`src/rtl/pulse_gen_pkg.sv`:
```
// Shared types and reset-default configuration for the multi-channel pulse generator.
package pulse_gen_pkg;

    typedef enum logic {
        ST_IDLE = 1'b0,
        ST_RUN  = 1'b1
    } chan_state_t;

    localparam int   DEF_PERIOD_C  = 4800;
    localparam int   DEF_WIDTH_C   = 1;
    localparam logic DEF_ONESHOT_C = 1'b0;
    localparam int   DEF_BURST_C   = 1;

endpackage

```
`src/rtl/pulse_chan.sv`:
```
// One pulse channel: shadow/active config, period counter and IDLE/RUN sequencing.
//   state   | meaning
//   IDLE    | active config tracks shadow; waits for enable (and trig if oneshot)
//   RUN     | counter cycles 0..period-1, pulse high while counter < width
module pulse_chan
    import pulse_gen_pkg::*;
#(
    parameter int CNT_W      = 16,
    parameter int BURST_W    = 8,
    parameter int DEF_PERIOD = DEF_PERIOD_C
) (
    input  logic               clk,
    input  logic               reset,
    input  logic               cfg_wr,
    input  logic [CNT_W-1:0]   cfg_period,
    input  logic [CNT_W-1:0]   cfg_width,
    input  logic               cfg_oneshot,
    input  logic [BURST_W-1:0] cfg_burst,
    input  logic               ch_en,
    input  logic               trig,
    output logic               pulse_out,
    output logic               busy,
    output logic               done
);

    chan_state_t        state;
    logic [CNT_W-1:0]   sh_period, sh_width, act_period, act_width;
    logic [CNT_W-1:0]   cnt, cnt_nxt, tc;
    logic               sh_oneshot, act_oneshot;
    logic [BURST_W-1:0] sh_burst, remaining;
    logic               start, at_tc, last;

    // period 0 shares the terminal count of period 1
    always_comb begin
        tc      = (act_period == '0) ? '0 : act_period - CNT_W'(1);
        cnt_nxt = cnt + CNT_W'(1);
        at_tc   = (cnt == tc);
        last    = act_oneshot && (remaining == BURST_W'(1));
        start   = ch_en && (!act_oneshot || trig);
    end

    always_ff @(posedge clk or negedge reset) begin
        if (!reset) begin
            state       <= ST_IDLE;
            cnt         <= '0;
            remaining   <= BURST_W'(DEF_BURST_C);
            pulse_out   <= 1'b0;
            busy        <= 1'b0;
            done        <= 1'b0;
            sh_period   <= CNT_W'(DEF_PERIOD);
            sh_width    <= CNT_W'(DEF_WIDTH_C);
            sh_oneshot  <= DEF_ONESHOT_C;
            sh_burst    <= BURST_W'(DEF_BURST_C);
            act_period  <= CNT_W'(DEF_PERIOD);
            act_width   <= CNT_W'(DEF_WIDTH_C);
            act_oneshot <= DEF_ONESHOT_C;
        end else begin
            done <= 1'b0;
            if (cfg_wr) begin
                sh_period  <= cfg_period;
                sh_width   <= cfg_width;
                sh_oneshot <= cfg_oneshot;
                sh_burst   <= cfg_burst;
            end
            case (state)
                ST_IDLE: begin
                    act_period  <= sh_period;
                    act_width   <= sh_width;
                    act_oneshot <= sh_oneshot;
                    if (start) begin
                        state     <= ST_RUN;
                        busy      <= 1'b1;
                        cnt       <= '0;
                        pulse_out <= (sh_width != '0);
                        remaining <= (sh_burst == '0) ? BURST_W'(1) : sh_burst;
                    end
                end
                ST_RUN: begin
                    if (!ch_en) begin
                        state     <= ST_IDLE;
                        busy      <= 1'b0;
                        cnt       <= '0;
                        pulse_out <= 1'b0;
                    end else if (at_tc && last) begin
                        state     <= ST_IDLE;
                        busy      <= 1'b0;
                        cnt       <= '0;
                        pulse_out <= 1'b0;
                        done      <= 1'b1;
                    end else if (at_tc) begin
                        act_period  <= sh_period;
                        act_width   <= sh_width;
                        act_oneshot <= sh_oneshot;
                        cnt         <= '0;
                        pulse_out   <= (sh_width != '0);
                        // saturate so a later switch to oneshot cannot wrap the count
                        if (remaining > BURST_W'(1)) begin
                            remaining <= remaining - BURST_W'(1);
                        end
                    end else begin
                        cnt       <= cnt_nxt;
                        pulse_out <= (cnt_nxt < act_width);
                    end
                end
                default: state <= ST_IDLE;
            endcase
        end
    end

endmodule

```
`src/rtl/pulse_gen_multi.sv`:
```
// Multi-channel pulse generator: decodes configuration writes and instantiates one pulse_chan per channel.
module pulse_gen_multi
    import pulse_gen_pkg::*;
#(
    parameter int NUM_CH     = 4,
    parameter int CNT_W      = 16,
    parameter int DEF_PERIOD = DEF_PERIOD_C,
    parameter int BURST_W    = 8,
    localparam int CH_W      = (NUM_CH > 1) ? $clog2(NUM_CH) : 1
) (
    input  logic               clk,
    input  logic               reset,
    input  logic               cfg_wr,
    input  logic [CH_W-1:0]    cfg_ch,
    input  logic [CNT_W-1:0]   cfg_period,
    input  logic [CNT_W-1:0]   cfg_width,
    input  logic               cfg_oneshot,
    input  logic [BURST_W-1:0] cfg_burst,
    input  logic [NUM_CH-1:0]  ch_en,
    input  logic [NUM_CH-1:0]  trig,
    output logic [NUM_CH-1:0]  pulse_out,
    output logic [NUM_CH-1:0]  busy,
    output logic [NUM_CH-1:0]  done
);

    for (genvar i = 0; i < NUM_CH; i++) begin : g_chan
        logic wr_sel;

        // addresses at or beyond NUM_CH match no channel and are dropped
        assign wr_sel = cfg_wr && (cfg_ch == CH_W'(i));

        pulse_chan #(
            .CNT_W      (CNT_W),
            .BURST_W    (BURST_W),
            .DEF_PERIOD (DEF_PERIOD)
        ) u_chan (
            .clk         (clk),
            .reset       (reset),
            .cfg_wr      (wr_sel),
            .cfg_period  (cfg_period),
            .cfg_width   (cfg_width),
            .cfg_oneshot (cfg_oneshot),
            .cfg_burst   (cfg_burst),
            .ch_en       (ch_en[i]),
            .trig        (trig[i]),
            .pulse_out   (pulse_out[i]),
            .busy        (busy[i]),
            .done        (done[i])
        );
    end

endmodule

```
`config.mk`:
```
export PLATFORM = sky130hd
export DESIGN_NAME = pulse_gen_multi
export DESIGN_NICKNAME = d
export VERILOG_FILES = /design/src/rtl/pulse_gen_pkg.sv /design/src/rtl/pulse_chan.sv /design/src/rtl/pulse_gen_multi.sv
export SDC_FILE = /design/constraint.sdc
export NUM_CORES = 1
export LEC_CHECK = 0
export ABC_AREA = 1
export BUFFER_PORTS_ARGS = -buffer_cell sky130_fd_sc_hd__buf_4
export CORE_ASPECT_RATIO = 0.9
export CORE_UTILIZATION = 60
export CTS_BUF_LIST = sky130_fd_sc_hd__clkbuf_4 sky130_fd_sc_hd__clkbuf_8
export DETAILED_ROUTE_END_ITERATION = 6
export HOLD_SLACK_MARGIN = 0.03
export PLACE_DENSITY = 0.88
export SYNTH_ARGS = -nofsm -noshare
export SYNTH_HDL_FRONTEND = slang
export SYNTH_SLANG_ARGS = --single-unit
```
`constraint.sdc`:
```
create_clock -name clk -period 3.4 [get_ports clk]
set_input_delay 0.68 -clock clk [delete_from_list [all_inputs] [get_ports clk]]
set_output_delay 0.68 -clock clk [all_outputs]
set_load 0.005 [all_outputs]
```
# Word-level counts from Yosys, hierarchy flattened
# Cells that the tools add are included.
# classes
addsub,12
magnitude_cmp,8
eq_ne,35
muxes,164
bitwise,4
n_reduce_logical,49
# op_table
op,n
$mux 16,44
$pmux 16 s2,12
$mux 8,24
$add 16x1->16 const B,4
$eq 16x16->1,4
$logic_not 16->1,4
$lt 16x16->1,4
$mux 1,64
$pmux 8 s2,4
$reduce_bool 16->1,4
$sub 16x1->16 const B,4
$eq 8x1->1 const B,4
$gt 8x1->1 const B,4
$logic_not 8->1,4
$ne 2x2->1 const B,16
$pmux 1 s2,16
$sub 8x1->8 const B,4
$reduce_and 5->1,4
$logic_and 1x1->1,16
$ne 3x3->1 const B,4
$reduce_and 3->1,4
$ne 2x1->1 const B,4
$reduce_and 2->1,4
$eq 2x2->1 const B,2
other kinds (5),14
# totals
reg_bits,408
in_bits,54
output_inout_bits,12
wordCells,324

# Longest topological paths before layout
# logic_depth
depth_word,7
ltp_mapped,21
ltp_nobuf,21

# By module
# A second synthesis with hierarchy kept.
# unflattened
hier_cells,2981
hier_area_um2,23447.5
# modules_own_cells
module,instances,cells_per_inst,area_each_um2,seq_area_each_um2
pulse_chan at g_chan[1].u_chan ...,2,754,5926.9,2567.5
pulse_chan at g_chan[0].u_chan,1,735,5794.3,2567.5
pulse_chan at g_chan[3].u_chan,1,730,5769.3,2567.5
pulse_gen_multi,1,8,30.0,0.0

# Least setup slack after synthesis
# Ideal clock, no wire load.
# synth_timing
path_kind,reg-to-reg
start,register g_chan[2].u_chan.cnt[2]
end,register g_chan[2].u_chan.pulse_out
setup_ns,0.066
t_arrival_ns,2.808
required_time_ns,3.334
slack_ns,0.526
path_stages_with_launch,21
n_path_buf,0
synth_period_minus_slack_ns,2.874
path_cell_list,dfrtp_1 inv_1 nor3_1 nand2_1 nor2_1 nand2_1 nor2_1 nand3_1 nor3_1 nand3_1 xor2_1 ha_1 nand2_1 inv_1 a221oi_1 o21ai_0 a31oi_1 nand2_1 nand2_1 nand3_1 nand2_1
# synth_between
elab_chain_len,6
word_cells_on_any_way,8
cone_classes,1 x add/sub; 1 x order compare; 1 x eq/ne; 4 x mux; 1 x reduce/logical
# synth_rtl
item,line,rtl
from (decl),pulse_chan.sv:28,"logic [CNT_W-1:0] cnt, cnt_nxt, tc;"
from (signal assigned),pulse_chan.sv:101,cnt <= cnt_nxt;
$add 16x1->16,pulse_chan.sv:36,cnt_nxt = cnt + CNT_W'(1);
$lt 16x16->1,pulse_chan.sv:102,pulse_out <= (cnt_nxt < act_width);
$mux 1,pulse_chan.sv:90,end else if (at_tc) begin
$mux 1 (*),pulse_chan.sv:84,end else if (at_tc && last) begin
$mux 1 (*),pulse_chan.sv:79,if (!ch_en) begin
$pmux 1 s2 (*),pulse_chan.sv:65,case (state)
to (signal assigned),pulse_chan.sv:74,pulse_out <= (sh_width != '0);
to (signal assigned),pulse_chan.sv:95,pulse_out <= (sh_width != '0);
to (signal assigned),pulse_chan.sv:102,
to (decl),pulse_chan.sv:21,"output logic pulse_out,"
# Every way passes the cells marked *; elsewhere a longest branch is shown, timed or not.
# A chain may end at the register's enable or synchronous reset.

# Worst setup path in the final report
# layout_timing
start,register g_chan[1].u_chan.cnt[0]
end,register g_chan[1].u_chan.pulse_out
# layout_between
elab_chain_len,6
word_cells_on_any_way,8
cone_classes,1 x add/sub; 1 x order compare; 1 x eq/ne; 4 x mux; 1 x reduce/logical
# layout_rtl
item,line
from (decl),pulse_chan.sv:28
from (signal assigned),pulse_chan.sv:101
$add 16x1->16,pulse_chan.sv:36
$lt 16x16->1,pulse_chan.sv:102
$mux 1,pulse_chan.sv:90
$mux 1 (*),pulse_chan.sv:84
$mux 1 (*),pulse_chan.sv:79
$pmux 1 s2 (*),pulse_chan.sv:65
to (signal assigned),pulse_chan.sv:74
to (signal assigned),pulse_chan.sv:95
to (signal assigned),pulse_chan.sv:102
to (decl),pulse_chan.sv:21
# Marked as above.

==> metrics <==
flops & latches, synth ~410; status finished clean; Crit. End Element register; CTS tree yes; Hold Path Class primary input to register; Slew headroom a little under a fifth; reg2reg setup slack just over 0.2 ns; Worst-Margin Slew between 1 and 1.5 ns; TritonRoute pass-1 iters 6; Simple-Gate Fraction of Synth Area between 30% and 40%; area leader, netlist dfrtp_1; layout net count 3221; most frequent cell after synthesis nand2_1; chip width roughly 210 um; WHS between 0.3 and 0.4 ns; max_cap viols 0; Tmin final about 3.2 ns; average wire per standard cell 17.2 um; sw power 8.31 mW; Filler Cells Inserted a little under 3000; Initial DRC Count ~2100; period utilization a little over nine tenths; grt total ovfl 0; largest net degree at the start of global routing 136; # H-tree levels 3; total wire length ~62000 um; Min-Delay Path Depth 3; fraction of synthesized area in multiplexers 0%; clk sink count 408; switch share a little over two fifths; Total Routing Usage GR 32.4%; reg-to-reg startpoint g_chan[1].u_chan.cnt[0]$_DFFE_PN0P_; Clock Path Buffers 3; post-synthesis adder-cell area fraction 4.16%; PwrDens between 700 and 800 mW/mm^2; first-pass GRT wire length about 100000 um; CORE AREA approximately 0.037 mm^2; largest family of logic cells by synthesized area simple AND/OR/NAND/NOR gates; Final GP Congestion a little over 0.9; Syn-to-layout area delta 9.98%; asr flop ratio synth 100%; PortBufs 65; placed cell area 0.0236 mm^2; setup ws final between 0.2 and 0.25 ns; pre-CTS setup slack about 0.020 ns; Compound-Gate Fraction of Synth Area roughly 9%; Post-Syn Nets between 3000 and 4000; FMAX 313 MHz; syn_area_per_cell 7.48 um^2; Initial Util between 60% and 70%; R2R Path End g_chan[1].u_chan.pulse_out$_DFFE_PN0P_; hold_sp ch_en[3]; final setup fails 0; internal power approximately 11 mW; Critical Path Fanout Max 4; share of the synthesized area in the top cell type around two fifths; Placement Rows 67; Yosys cell types 44; fraction of layout instances using a drive strength above 1 under 10%; Clk pwr share between 20% and 30%; CTS Buf Count 66; Syn. warnings 0; Worst setup SP type register; IO Pins 66; Detail Placement HPWL about 44000 um; length in cells of the worst reg-to-reg path 17; Post-synth EDFFs 0; Seq/Total Area, Yosys between 40 and 50%; Die Ht roughly 190 um; most frequent cells after synthesis nand2_1, dfrtp_1, inv_1, nand3_1, o21ai_0; synthesized area approximately 0.023 mm^2; cell area after layout ~0.025 mm^2; DIE AREA 0.0389 mm^2; dominant cells by area after synthesis dfrtp_1, nand2_1, nand3_1; vias in the first global route around 20000; Flop pwr share between 30% and 40%; DR DRC count 0; Arrival @ worst endpoint roughly 3.7 ns; Final Hold Vio Count 0; worst vdd ir around 0.56 mV; Power, Total between 15 and 20 mW; Leak 13.1 nW; CTS root buf clkbuf_8; Worst Setup Path Type register to register; Final ANT Viol Nets 0; initial antenna violation count 8; clock latency on the worst-skew pair about 0.64 ns; Hold Path Sink g_chan[3].u_chan.done$_DFF_PN0_; Setup Skew 0.0402 ns; Mapped Cells 3054; Synth Area in XOR/XNOR ~2.7%; Comb power frac 39.0%; top_reg_cell synth dfrtp_1; CTS clk-pin slew, worst paths about 0.06 ns; max-slew violations 0; vias 21122; Critical Path RT 3.91 ns; routed vias/inst ~5.8; Final TNS setup 0 ns
-- worst max-delay path by stage --
stage	startpoint	to	slack, ns	cells after the start
floorplan	g_chan[2].u_chan.cnt[2]$_DFFE_PN0P_	g_chan[2].u_chan.pulse_out$_DFFE_PN0P_	0.53	20
global placement	g_chan[2].u_chan.cnt[2]$_DFFE_PN0P_	g_chan[2].u_chan.pulse_out$_DFFE_PN0P_	0.14	20
detailed placement	g_chan[1].u_chan.cnt[0]$_DFFE_PN0P_	g_chan[1].u_chan.pulse_out$_DFFE_PN0P_	0.02	17
CTS	g_chan[2].u_chan.cnt[2]$_DFFE_PN0P_	g_chan[2].u_chan.pulse_out$_DFFE_PN0P_	0.07	20
global route	g_chan[1].u_chan.cnt[0]$_DFFE_PN0P_	g_chan[1].u_chan.pulse_out$_DFFE_PN0P_	-0.02	17
finish	g_chan[1].u_chan.cnt[0]$_DFFE_PN0P_	g_chan[1].u_chan.pulse_out$_DFFE_PN0P_	0.20	17
-- layer usage --
layer / vias to the layer above / wire [um] / GRT usage [%]
li1: 10007 / - / -
met1: 10092 / 26200 / 43.3
met2: 869 / 28500 / 51.6
met3: 154 / 5700 / 7.86
met4: 0 / 2000 / 11.7
met5: - / 0 / 0
-- kinds of logic after synthesis --
logic type,after synthesis
buf+inv,471
simple gates,1646
fa+ha+maj,76
compound gates,383
xor+xnor,70
flops,408
-- power groups by stage --
stage	Sequential (mW)	Clock (mW)	Combinational, mW
global placement	7.43	0	7.17
detailed placement	7.47	0	7.49
global route	7.61	4.75	8.77
CTS	7.41	4.54	7.56
floorplan	7.06	0	5.84
finish	7.45	4.51	7.66
-- layout make-up --
class	count	area, um^2	share of cell area, %
sequential	408	10300	40.9
timing repair buffer	90	748	2.98
inverter	350	1310	5.23
multi-input combinational	2175	10800	42.9
clock inverter	13	85.1	0.339
tap	483	604	2.41
clock buffer	108	1320	5.24
antenna	4	10.0	0.0398
-- metrics by stage --
step / utilization, % / std cells
after floorplan: - / 3054
after global placement: 63.1 / 3504
after detailed placement: 63.1 / 3504
after CTS: 66.9 / 3626
after global routing: 67.2 / 3627
final: 67.2 / 3631
-- registers in the layout, indices dropped and copies added, names as in the netlist, 32 cells and up --
signal                    count
g_chan.u_chan.act_width      64
g_chan.u_chan.cnt            64
g_chan.u_chan.act_period     64
g_chan.u_chan.remaining      32
g_chan.u_chan.sh_width       64
g_chan.u_chan.sh_burst       32
g_chan.u_chan.sh_period      64
-- worst max-delay path, stage by stage, from the launching register on --
cell and delay [ns]:
dfrtp_1 0.41, ha_1 0.21, nand2_1 0.09, nor2_2 0.15
nand3_2 0.13, nor3_4 0.20, nand4_1 0.21, or2_2 0.34
xor2_1 0.22, inv_1 0.07, ha_1 0.27, nand4_1 0.12
nor3_1 0.14, o21ai_0 0.12, o2111ai_1 0.13, nand2_1 0.07
o21ai_0 0.08, o21ai_0 0.12
-- cell usage in the layout (no fill, tap or decap), types with 3 or more instances in the layout --
master	netlist	routed
a211oi_1	7	7
a21oi_1	50	50
a2bb2oi_1	3	3
a31oi_1	3	3
and2_1	4	4
buf_12	0	5
buf_4	14	83
clkbuf_4	0	27
clkbuf_8	0	81
clkinv_2	0	7
clkinvlp_4	0	4
dfrtp_1	360	360
dfstp_2	48	48
diode_2	0	4
ha_1	76	76
inv_1	347	347
nand2_1	964	962
nand2_2	7	5
nand2_4	0	4
nand3_1	298	293
nand3_2	4	9
nand4_1	103	103
nor2_1	191	187
nor2_2	7	11
nor3_1	36	27
nor3_2	0	7
nor4_1	19	18
o21ai_0	263	263
o21ai_1	12	12
o21bai_1	8	8
o21bai_4	3	3
o22ai_1	24	24
or2_2	6	6
or4_1	4	4
xnor2_1	5	5
xor2_1	65	65
-- what timing repair did --
| action | in CTS | in global routing |
|---|---|---|
| endpoints found under the hold margin | 26 | 0 |
| hold buffers | 1 | 0 |
| gates cloned | 0 | 0 |
| gates resized for setup | 2 | 21 |
| setup endpoints to repair | 1 | 134 |
| buffers inserted | 0 | 1 |
Note: power is estimated with default switching activity, not from simulation.
